## src/rtl/hazard_scoreboard_unit.sv

```systemverilog
// Purpose : ID-stage hazard unit - EX/MEM/MD operand forwarding, load-use stall, MUL/DIV scoreboard.
// Latency : forwarding and stall are combinational; MD_DONE pulses MD_LAT cycles after MD_START.
// Backpr. : stalls PC/IF-ID and bubbles ID/EX on load-use or on a conflict with the outstanding MUL/DIV.
//
// Ports:
//   i_clk, i_rst_n                  clock (rising edge), synchronous active-low reset
//   i_addr1/2, i_use1/2             ID source registers and their read enables
//   i_idrd, i_idwe, i_idmd          ID destination, write enable, multi-cycle MUL/DIV flag
//   i_exrd, i_exwe, i_exmemr        EX destination, write enable, load flag
//   i_memrd, i_memwe                MEM destination, write enable
//   i_md_start, i_md_rd, i_flush    MUL/DIV entering EX, its destination, pipeline flush
//   o_fdata1sel/2sel                operand select: 00 regfile, 01 EX, 10 MEM, 11 MUL/DIV result
//   o_stall, o_bubble               hold PC/IF-ID, insert NOP into ID/EX (always equal)
//   o_md_busy, o_md_done            MUL/DIV outstanding, one-cycle result-at-writeback pulse
module hazard_scoreboard_unit #(
    parameter int REG_AW = 5,
    parameter int MD_LAT = 34,
    parameter int CNT_W  = 6
) (
    input  logic              i_clk,
    input  logic              i_rst_n,
    input  logic [REG_AW-1:0] i_addr1,
    input  logic [REG_AW-1:0] i_addr2,
    input  logic              i_use1,
    input  logic              i_use2,
    input  logic [REG_AW-1:0] i_idrd,
    input  logic              i_idwe,
    input  logic              i_idmd,
    input  logic [REG_AW-1:0] i_exrd,
    input  logic              i_exwe,
    input  logic              i_exmemr,
    input  logic [REG_AW-1:0] i_memrd,
    input  logic              i_memwe,
    input  logic              i_md_start,
    input  logic [REG_AW-1:0] i_md_rd,
    input  logic              i_flush,
    output logic [1:0]        o_fdata1sel,
    output logic [1:0]        o_fdata2sel,
    output logic              o_stall,
    output logic              o_bubble,
    output logic              o_md_busy,
    output logic              o_md_done
);

    typedef enum logic {
        ST_IDLE = 1'b0,
        ST_BUSY = 1'b1
    } state_t;

    localparam logic [CNT_W-1:0] LP_CNT_INIT = CNT_W'(MD_LAT - 1);
    localparam logic [CNT_W-1:0] LP_CNT_ONE  = CNT_W'(1);

    state_t            r_state;
    logic [CNT_W-1:0]  r_cnt;
    logic [REG_AW-1:0] r_rd;
    logic              r_md_done;

    state_t            w_state_nxt;
    logic [CNT_W-1:0]  w_cnt_nxt;
    logic [REG_AW-1:0] w_rd_nxt;
    logic              w_md_done_nxt;

    logic              w_busy;
    logic              w_load_use;
    logic              w_sb_stall;
    logic              w_rd_nz;

    // ------------------------------------------------------------------
    // Scoreboard FSM: state register
    // ------------------------------------------------------------------
    always_ff @(posedge i_clk) begin
        if (!i_rst_n) begin
            r_state   <= ST_IDLE;
            r_cnt     <= '0;
            r_rd      <= '0;
            r_md_done <= 1'b0;
        end else begin
            r_state   <= w_state_nxt;
            r_cnt     <= w_cnt_nxt;
            r_rd      <= w_rd_nxt;
            r_md_done <= w_md_done_nxt;
        end
    end

    // ------------------------------------------------------------------
    // Scoreboard FSM: next state
    // The stored rd is kept through the done cycle so the dependent
    // instruction in ID can pick the result up via select 11.
    // ------------------------------------------------------------------
    always_comb begin
        w_state_nxt   = r_state;
        w_cnt_nxt     = r_cnt;
        w_rd_nxt      = r_rd;
        w_md_done_nxt = 1'b0;
        case (r_state)
            ST_IDLE: begin
                if (i_md_start && !i_flush) begin
                    w_state_nxt = ST_BUSY;
                    w_cnt_nxt   = LP_CNT_INIT;
                    w_rd_nxt    = i_md_rd;
                end
            end
            ST_BUSY: begin
                if (i_flush) begin
                    // Cancelled op never reaches writeback: no done pulse.
                    w_state_nxt = ST_IDLE;
                    w_cnt_nxt   = '0;
                end else if (r_cnt == LP_CNT_ONE) begin
                    w_state_nxt   = ST_IDLE;
                    w_cnt_nxt     = '0;
                    w_md_done_nxt = 1'b1;
                end else begin
                    w_cnt_nxt = r_cnt - LP_CNT_ONE;
                end
            end
            default: begin
                w_state_nxt = ST_IDLE;
                w_cnt_nxt   = '0;
            end
        endcase
    end

    assign w_busy    = (r_state == ST_BUSY);
    assign w_rd_nz   = |r_rd;
    assign o_md_busy = w_busy;
    assign o_md_done = r_md_done;

    // ------------------------------------------------------------------
    // Forwarding select, priority EX > MEM > MD; x0 never forwards.
    // A load in EX has no data yet, so it is skipped here and the
    // load-use stall covers it.
    // ------------------------------------------------------------------
    function automatic logic [1:0] f_sel(input logic [REG_AW-1:0] addr,
                                         input logic              use_src);
        logic [1:0] sel;
        sel = 2'b00;
        if (use_src && (addr != '0)) begin
            if (i_exwe && (i_exrd == addr) && !i_exmemr) begin
                sel = 2'b01;
            end else if (i_memwe && (i_memrd == addr)) begin
                sel = 2'b10;
            end else if (r_md_done && (r_rd == addr)) begin
                sel = 2'b11;
            end
        end
        return sel;
    endfunction

    assign o_fdata1sel = f_sel(i_addr1, i_use1);
    assign o_fdata2sel = f_sel(i_addr2, i_use2);

    // ------------------------------------------------------------------
    // Stall sources
    // ------------------------------------------------------------------
    assign w_load_use = i_exmemr && i_exwe && (i_exrd != '0) &&
                        ((i_use1 && (i_exrd == i_addr1)) ||
                         (i_use2 && (i_exrd == i_addr2)));

    // A stored rd of x0 still occupies the unit, so only the structural
    // conflict applies to it.
    assign w_sb_stall = w_busy &&
                        (i_idmd ||
                         (w_rd_nz && ((i_use1 && (i_addr1 == r_rd)) ||
                                      (i_use2 && (i_addr2 == r_rd)) ||
                                      (i_idwe && (i_idrd  == r_rd)))));

    assign o_stall  = w_load_use || w_sb_stall;
    assign o_bubble = o_stall;

endmodule

```

## config.mk

```make
export PLATFORM = sky130hd
export DESIGN_NAME = hazard_scoreboard_unit
export DESIGN_NICKNAME = d
export VERILOG_FILES = /design/src/rtl/hazard_scoreboard_unit.sv
export SDC_FILE = /design/constraint.sdc
export NUM_CORES = 1
export LEC_CHECK = 0
export BUFFER_PORTS_ARGS = -buffer_cell sky130_fd_sc_hd__buf_2
export CORE_UTILIZATION = 47
export DETAILED_ROUTE_END_ITERATION = 16
export HOLD_SLACK_MARGIN = 0.02
export PLACE_DENSITY = 0.81
export SYNTH_ARGS = -nofsm -noshare
export SYNTH_HDL_FRONTEND = slang
export SYNTH_SLANG_ARGS = --single-unit
```

## constraint.sdc

```tcl
create_clock -name i_clk -period 2.3 [get_ports i_clk]
set_clock_uncertainty 0.1 [all_clocks]
set_input_delay 0.23 -clock i_clk [delete_from_list [all_inputs] [get_ports i_clk]]
set_output_delay 0.23 -clock i_clk [all_outputs]
set_load 0.005 [all_outputs]
```

==> metrics.yaml, run 1 <==
sta:
  timing.final.crit_share: 0.934
  slew_headroom: 0.731
  drv_slew: 0
  hold_viol: 0
  tns_ps: 0
  rsz0062_at_grt: "no"
  fmax_ghz: 0.465
  setup_viol: 0
  worst_slew_pin_slew_ps: 403
  layout_min_cycle_time_ps: 2150
synthesis:
  ys_seq_area_frac: 0.225
  synth_area_sq_mm: 0.00116
  postSynthAreaPerCell_sq_um: 8.14
  ys_ff_latch: 13
  synth_warnings: 0
  syn_nets: 185
  syn_inst: 142
  ys_types: 35
grt:
  grt.total_usage: 0.249
  grt_pass1_wl_microns: 4930
  grt_max_degree: 14
  grt_pass1_vias: 1108
  antenna_found_initial: 0
  overflow: 0
power_and_ir_drop:
  power_frac_clock: 0.236
  p_comb_frac: 0.326
  power_density_mw_per_mm2: 399
  p_seq_frac: 0.438
  p_int_mw: 0.391
  leakagePower_nw: 0.610
  switchingPower_mw: 0.182
  peakVddDrop_mv: 0.318
  switching_share: 0.318
clock_network:
  postCtsSetupBuffers: 0
  clock_sinks: 13
  cts_tree: "done"
  clock_latency_ps: 270
  cts_resized: 0
  cts_buffer_depth: 2
  htreeDepth: 1
  cts.clk_slew.worst_paths_ps: 70
  root_buffer: "clkbuf_4"
  ctsHoldBuffers: 0
  numCtsBuffers: 3
outcome:
  status: "finished clean"
finish:
  final_common_cell: "buf_2"
  drive_gt1_frac: 0.312
  diodes: 0
  design_area_sq_mm: 0.00143
  most-common-layout-cells: "buf_2, xor2_1, xnor2_1"
  nNetsFinal: 233
  areaGrowthSynthToFinish_pct: 24.0
run:
  maxCapViolCount: 0
floorplanning:
  pin_count: 49
  placementRows: 17
  die_h_microns: 51.6
  die_w_microns: 51.6
  start_util: 0.513
  core_area_sq_mm: 0.00225
  dieArea_sq_mm: 0.00266
detailed_routing:
  post_drt_wl_per_cell_microns: 13.4
  drc_errors: 0
  vias: 1183
  dr.pass1.iters: 4
  via_per_inst: 5.45
  antenna_left: 0
  drt_iter0_drc: 18
  totalWireLength_microns: 2910
worst_setup_path:
  cp-start-kind: "register"
  cp_data_required_time_ps: 1970
  path_max_fanout: 5
  worst-endpoint-arrival_ps: 1820
  criticalPathCategory: "register to output pin"
  end_kind: "output pin"
place:
  dpl_cell_area_sq_mm: 0.00140
  port_buffers: 48
  routabilityCongestion: 0.849
  dp_hpwl_microns: 2460
min_path:
  min_path_type: "input pin to register"
-- worst paths after layout --
check                             start                    end  slack [ps]  depth (start not counted)
hold / removal               i_md_rd[1]   r_rd[1]$_SDFFE_PN0P_         100                          3
setup reg to reg  r_cnt[4]$_SDFFE_PN0P_  r_cnt[2]$_SDFFE_PN0P_         780                          5
hold reg to reg   r_cnt[5]$_SDFFE_PN0P_  r_cnt[5]$_SDFFE_PN0P_         430                          2
setup / recovery   r_rd[1]$_SDFFE_PN0P_               o_bubble         150                          6
-- flip-flops by register name, indices dropped and copies added, names as in the netlist --
signal	cells
r_cnt	6
r_rd	5
o_md_busy	1
o_md_done	1
-- through the flow --
| stage | power [mW] | hold slack, ps | setup slack (ps) | std cells | util |
|---|---|---|---|---|---|
| 3_5_place_dp | 0.440 | 375 | 385 | 213 | 0.620 |
| 2_1_floorplan | 0.365 | 277 | 506 | 142 | - |
| 3_3_place_gp | 0.431 | 363 | 432 | 213 | 0.620 |
| 6_report | 0.573 | 98.8 | 151 | 217 | 0.636 |
| 5_1_grt | 0.613 | 104 | 8.27 | 217 | 0.636 |
| 4_1_cts | 0.574 | 97.4 | 82.2 | 217 | 0.632 |
-- synth_stat cells --
cell type | number | share of area
nor3b_1 | 2 | 0.013
nand3b_1 | 3 | 0.019
nor2b_1 | 1 | 0.0054
a21oi_2 | 1 | 0.0076
nand2_1 | 4 | 0.013
clkbuf_1 | 1 | 0.0032
nor4_1 | 3 | 0.016
o31a_1 | 1 | 0.0076
o211ai_1 | 1 | 0.0065
a31o_1 | 1 | 0.0076
o21ai_1 | 2 | 0.0087
xor2_1 | 20 | 0.15
a21boi_0 | 2 | 0.013
inv_1 | 5 | 0.016
a22oi_1 | 1 | 0.0065
dfxtp_1 | 13 | 0.23
a221oi_1 | 1 | 0.0076
o32ai_2 | 1 | 0.014
buf_2 | 2 | 0.0087
nor3_1 | 7 | 0.030
buf_4 | 1 | 0.0065
buf_6 | 1 | 0.0097
or4_1 | 4 | 0.026
nor4_2 | 1 | 0.011
mux2i_1 | 5 | 0.043
nor2_1 | 13 | 0.042
ha_1 | 2 | 0.022
nand2b_1 | 1 | 0.0054
o21ai_0 | 3 | 0.013
xnor2_1 | 15 | 0.11
nand3_1 | 10 | 0.043
nor3_4 | 2 | 0.028
and3_1 | 1 | 0.0054
a21oi_1 | 9 | 0.039
a31oi_1 | 2 | 0.011
-- worst max-delay path, cell delays in order, from the launching register on --
cell	delay (ps)
dfxtp_1	460
xnor2_1	150
nand3_1	140
nor3_4	240
a221oi_1	130
o32ai_2	270
buf_2	160
-- power by group through the flow --
stage / Sequential, mW / Clock [mW] / Combinational [mW]
detailed placement: 0.255 / 0 / 0.185
global route: 0.253 / 0.153 / 0.207
floorplan: 0.250 / 0 / 0.115
finish: 0.251 / 0.135 / 0.186
CTS: 0.250 / 0.139 / 0.186
global placement: 0.255 / 0 / 0.176
-- final cells by class --
class	instances	area [sq um]
fill	215	821
inverter	5	18.8
clock buffer	4	26.3
multi-input combinational	119	851
timing repair buffer	48	240
tap	28	35.0
sequential	13	263
-- cells by family (layout without fill, tap and decap cells) --
logic type / count (synthesis) / in the layout / share of synthesized area
simple gates: 52 / 52 / 0.259
flops: 13 / 13 / 0.225
fa+ha+maj: 2 / 2 / 0.0216
buf+inv: 10 / 57 / 0.0444
compound gates: 25 / 25 / 0.142
mux: 5 / 5 / 0.0433
xor+xnor: 35 / 35 / 0.265
-- metal layers --
layer	track usage	routed length (microns)	vias up	share of wire
li1	-	-	598	-
met1	0.317	1240	531	0.43
met2	0.433	1450	47	0.50
met3	0.0322	180	7	0.062
met4	0.0766	38	0	0.013
met5	0	0	-	0
Power figures use the tool's default switching activity.
==> run 2: changes to the inputs <==
Settings changed: CTS_CLUSTER_SIZE from default to 30, MAX_ROUTING_LAYER from default to met4.
==> run 2 against run 1 <==
Net effect:
- sequential power about the same
- wire length barely moved
- flip-flop and latch count unchanged
- die area stayed put
- fmax about the same
- register-to-register slack barely moved
- critical endpoint unchanged
- largest cell class unchanged
==> metrics.yaml, run 2 (synthesis gave the netlist of run 1 again) <==
clock_network:
  cts.clk_slew.worst_paths_ps: 70
  htreeDepth: 1
  clock_sinks: 13
  root_buffer: "clkbuf_4"
  clock_latency_ps: 270
  numCtsBuffers: 3
  cts_buffer_depth: 2
  cts_tree: "done"
place:
  dpl_cell_area_sq_mm: 0.00140
  dp_hpwl_microns: 2460
  routabilityCongestion: 0.862
  port_buffers: 48
floorplanning:
  dieArea_sq_mm: 0.00266
  core_area_sq_mm: 0.00225
  pin_count: 49
  start_util: 0.513
  placementRows: 17
  die_w_microns: 51.6
  die_h_microns: 51.6
worst_setup_path:
  reg2reg_to: "r_cnt[2]$_SDFFE_PN0P_"
  cp-start-kind: "register"
  crit_start: "r_rd[1]$_SDFFE_PN0P_"
  end_kind: "output pin"
  timing.rr.start: "r_cnt[4]$_SDFFE_PN0P_"
  path_max_fanout: 5
  criticalPathCategory: "register to output pin"
  rrSetupSlack_ps: 780
  worst-endpoint-arrival_ps: 1820
  r2r_cells: 5
  cp_data_required_time_ps: 1970
grt:
  grt_pass1_vias: 1109
  grt_max_degree: 14
  grt_pass1_wl_microns: 4930
  overflow: 0
  grt.total_usage: 0.256
  antenna_found_initial: 0
sta:
  worst_slew_pin_slew_ps: 409
  layout_min_cycle_time_ps: 2150
  rsz0062_at_grt: "no"
  setup_viol: 0
  timing.final.crit_share: 0.935
  tns_ps: 0
  fmax_ghz: 0.465
  hold_viol: 0
  drv_slew: 0
  slew_headroom: 0.728
detailed_routing:
  drt_iter0_drc: 15
  totalWireLength_microns: 2910
  via_per_inst: 5.41
  drc_errors: 0
  antenna_left: 0
  vias: 1174
  post_drt_wl_per_cell_microns: 13.4
  dr.pass1.iters: 6
min_path:
  min_to: "r_rd[1]$_SDFFE_PN0P_"
  worstHoldPathCells: 3
  min_path_type: "input pin to register"
  min_from: "i_md_rd[1]"
finish:
  final_common_cell: "buf_2"
  areaGrowthSynthToFinish_pct: 24.0
  largest_reg_flops: 6
  fill_cells: 215
  drive_gt1_frac: 0.312
  multi_input_area_sq_um: 851
  final-seq-area_sq_um: 263
  most-common-layout-cells: "buf_2, xor2_1, xnor2_1"
  diodes: 0
  regMostFlops: "r_cnt"
  top_regs: "r_cnt: 6 flops, r_rd: 5 flops"
  design_area_sq_mm: 0.00143
  nNetsFinal: 233
power_and_ir_drop:
  leakagePower_nw: 0.610
  power_density_mw_per_mm2: 400
  peakVddDrop_mv: 0.322
outcome:
  status: "finished clean"
run:
  maxCapViolCount: 0
run 2: cell counts in the layout (fill, tap and decap cells not counted):
Identical to the previous run, type by type.
run 2: metrics by stage:
stage                     setup WS (ps)  std cells   util  hold WS (ps)  total power [mW]
after floorplan                     506        142      -           277             0.365
after global placement              432        213  0.620           363             0.431
after detailed placement            385        213  0.620           375             0.440
after CTS                          82.2        217  0.632          97.4             0.574
after global routing               8.27        217  0.636           104             0.613
final                               149        217  0.636          95.9             0.573
run 2: routing by layer:
metal  global-route usage  vias up  routed length (microns)
li1                     -      599                        -
met1                0.318      527                     1260
met2                0.433       41                     1460
met3               0.0292        7                      145
met4               0.0766        0                       38
met5                    -        -                        0
run 2: worst max path at each step:
| stage | to | slack [ps] | cells past startpoint |
|---|---|---|---|
| 2_1_floorplan | o_stall | 510 | 7 |
| 4_1_cts | o_bubble | 80 | 6 |
| 5_1_grt | o_bubble | 8 | 6 |
| 6_report | o_bubble | 150 | 6 |
| 3_5_place_dp | o_bubble | 390 | 6 |
| 3_3_place_gp | o_bubble | 430 | 6 |
run 2: layout make-up:
cell class	count	area share
Clock buffer	4	0.0183
Inverter	5	0.0131
Multi-Input combinational cell	119	0.593
Sequential cell	13	0.183
Tap cell	28	0.0244
Timing Repair Buffer	48	0.168
run 2: worst max-delay path, cell delays in order, from the launching register on:
cell and delay (ps):
dfxtp_1 460, xnor2_1 150, nand3_1 140, nor3_4 240, a221oi_1 130, o32ai_2 270
buf_2 160
run 2: where the power goes:
| group | internal [mW] | switching [mW] |
|---|---|---|
| clock network | 0.0672 | 0.0688 |
| registers | 0.236 | 0.0149 |
| logic | 0.0878 | 0.0988 |
| total | 0.391 | 0.183 |
run 2: what timing repair did:
action                                  CTS  global route
hold buffers                              0             0
gates resized for setup                   0             3
endpoints found under the setup margin    0             2
hold endpoints to repair                  0             0
setup buffers                             0             0
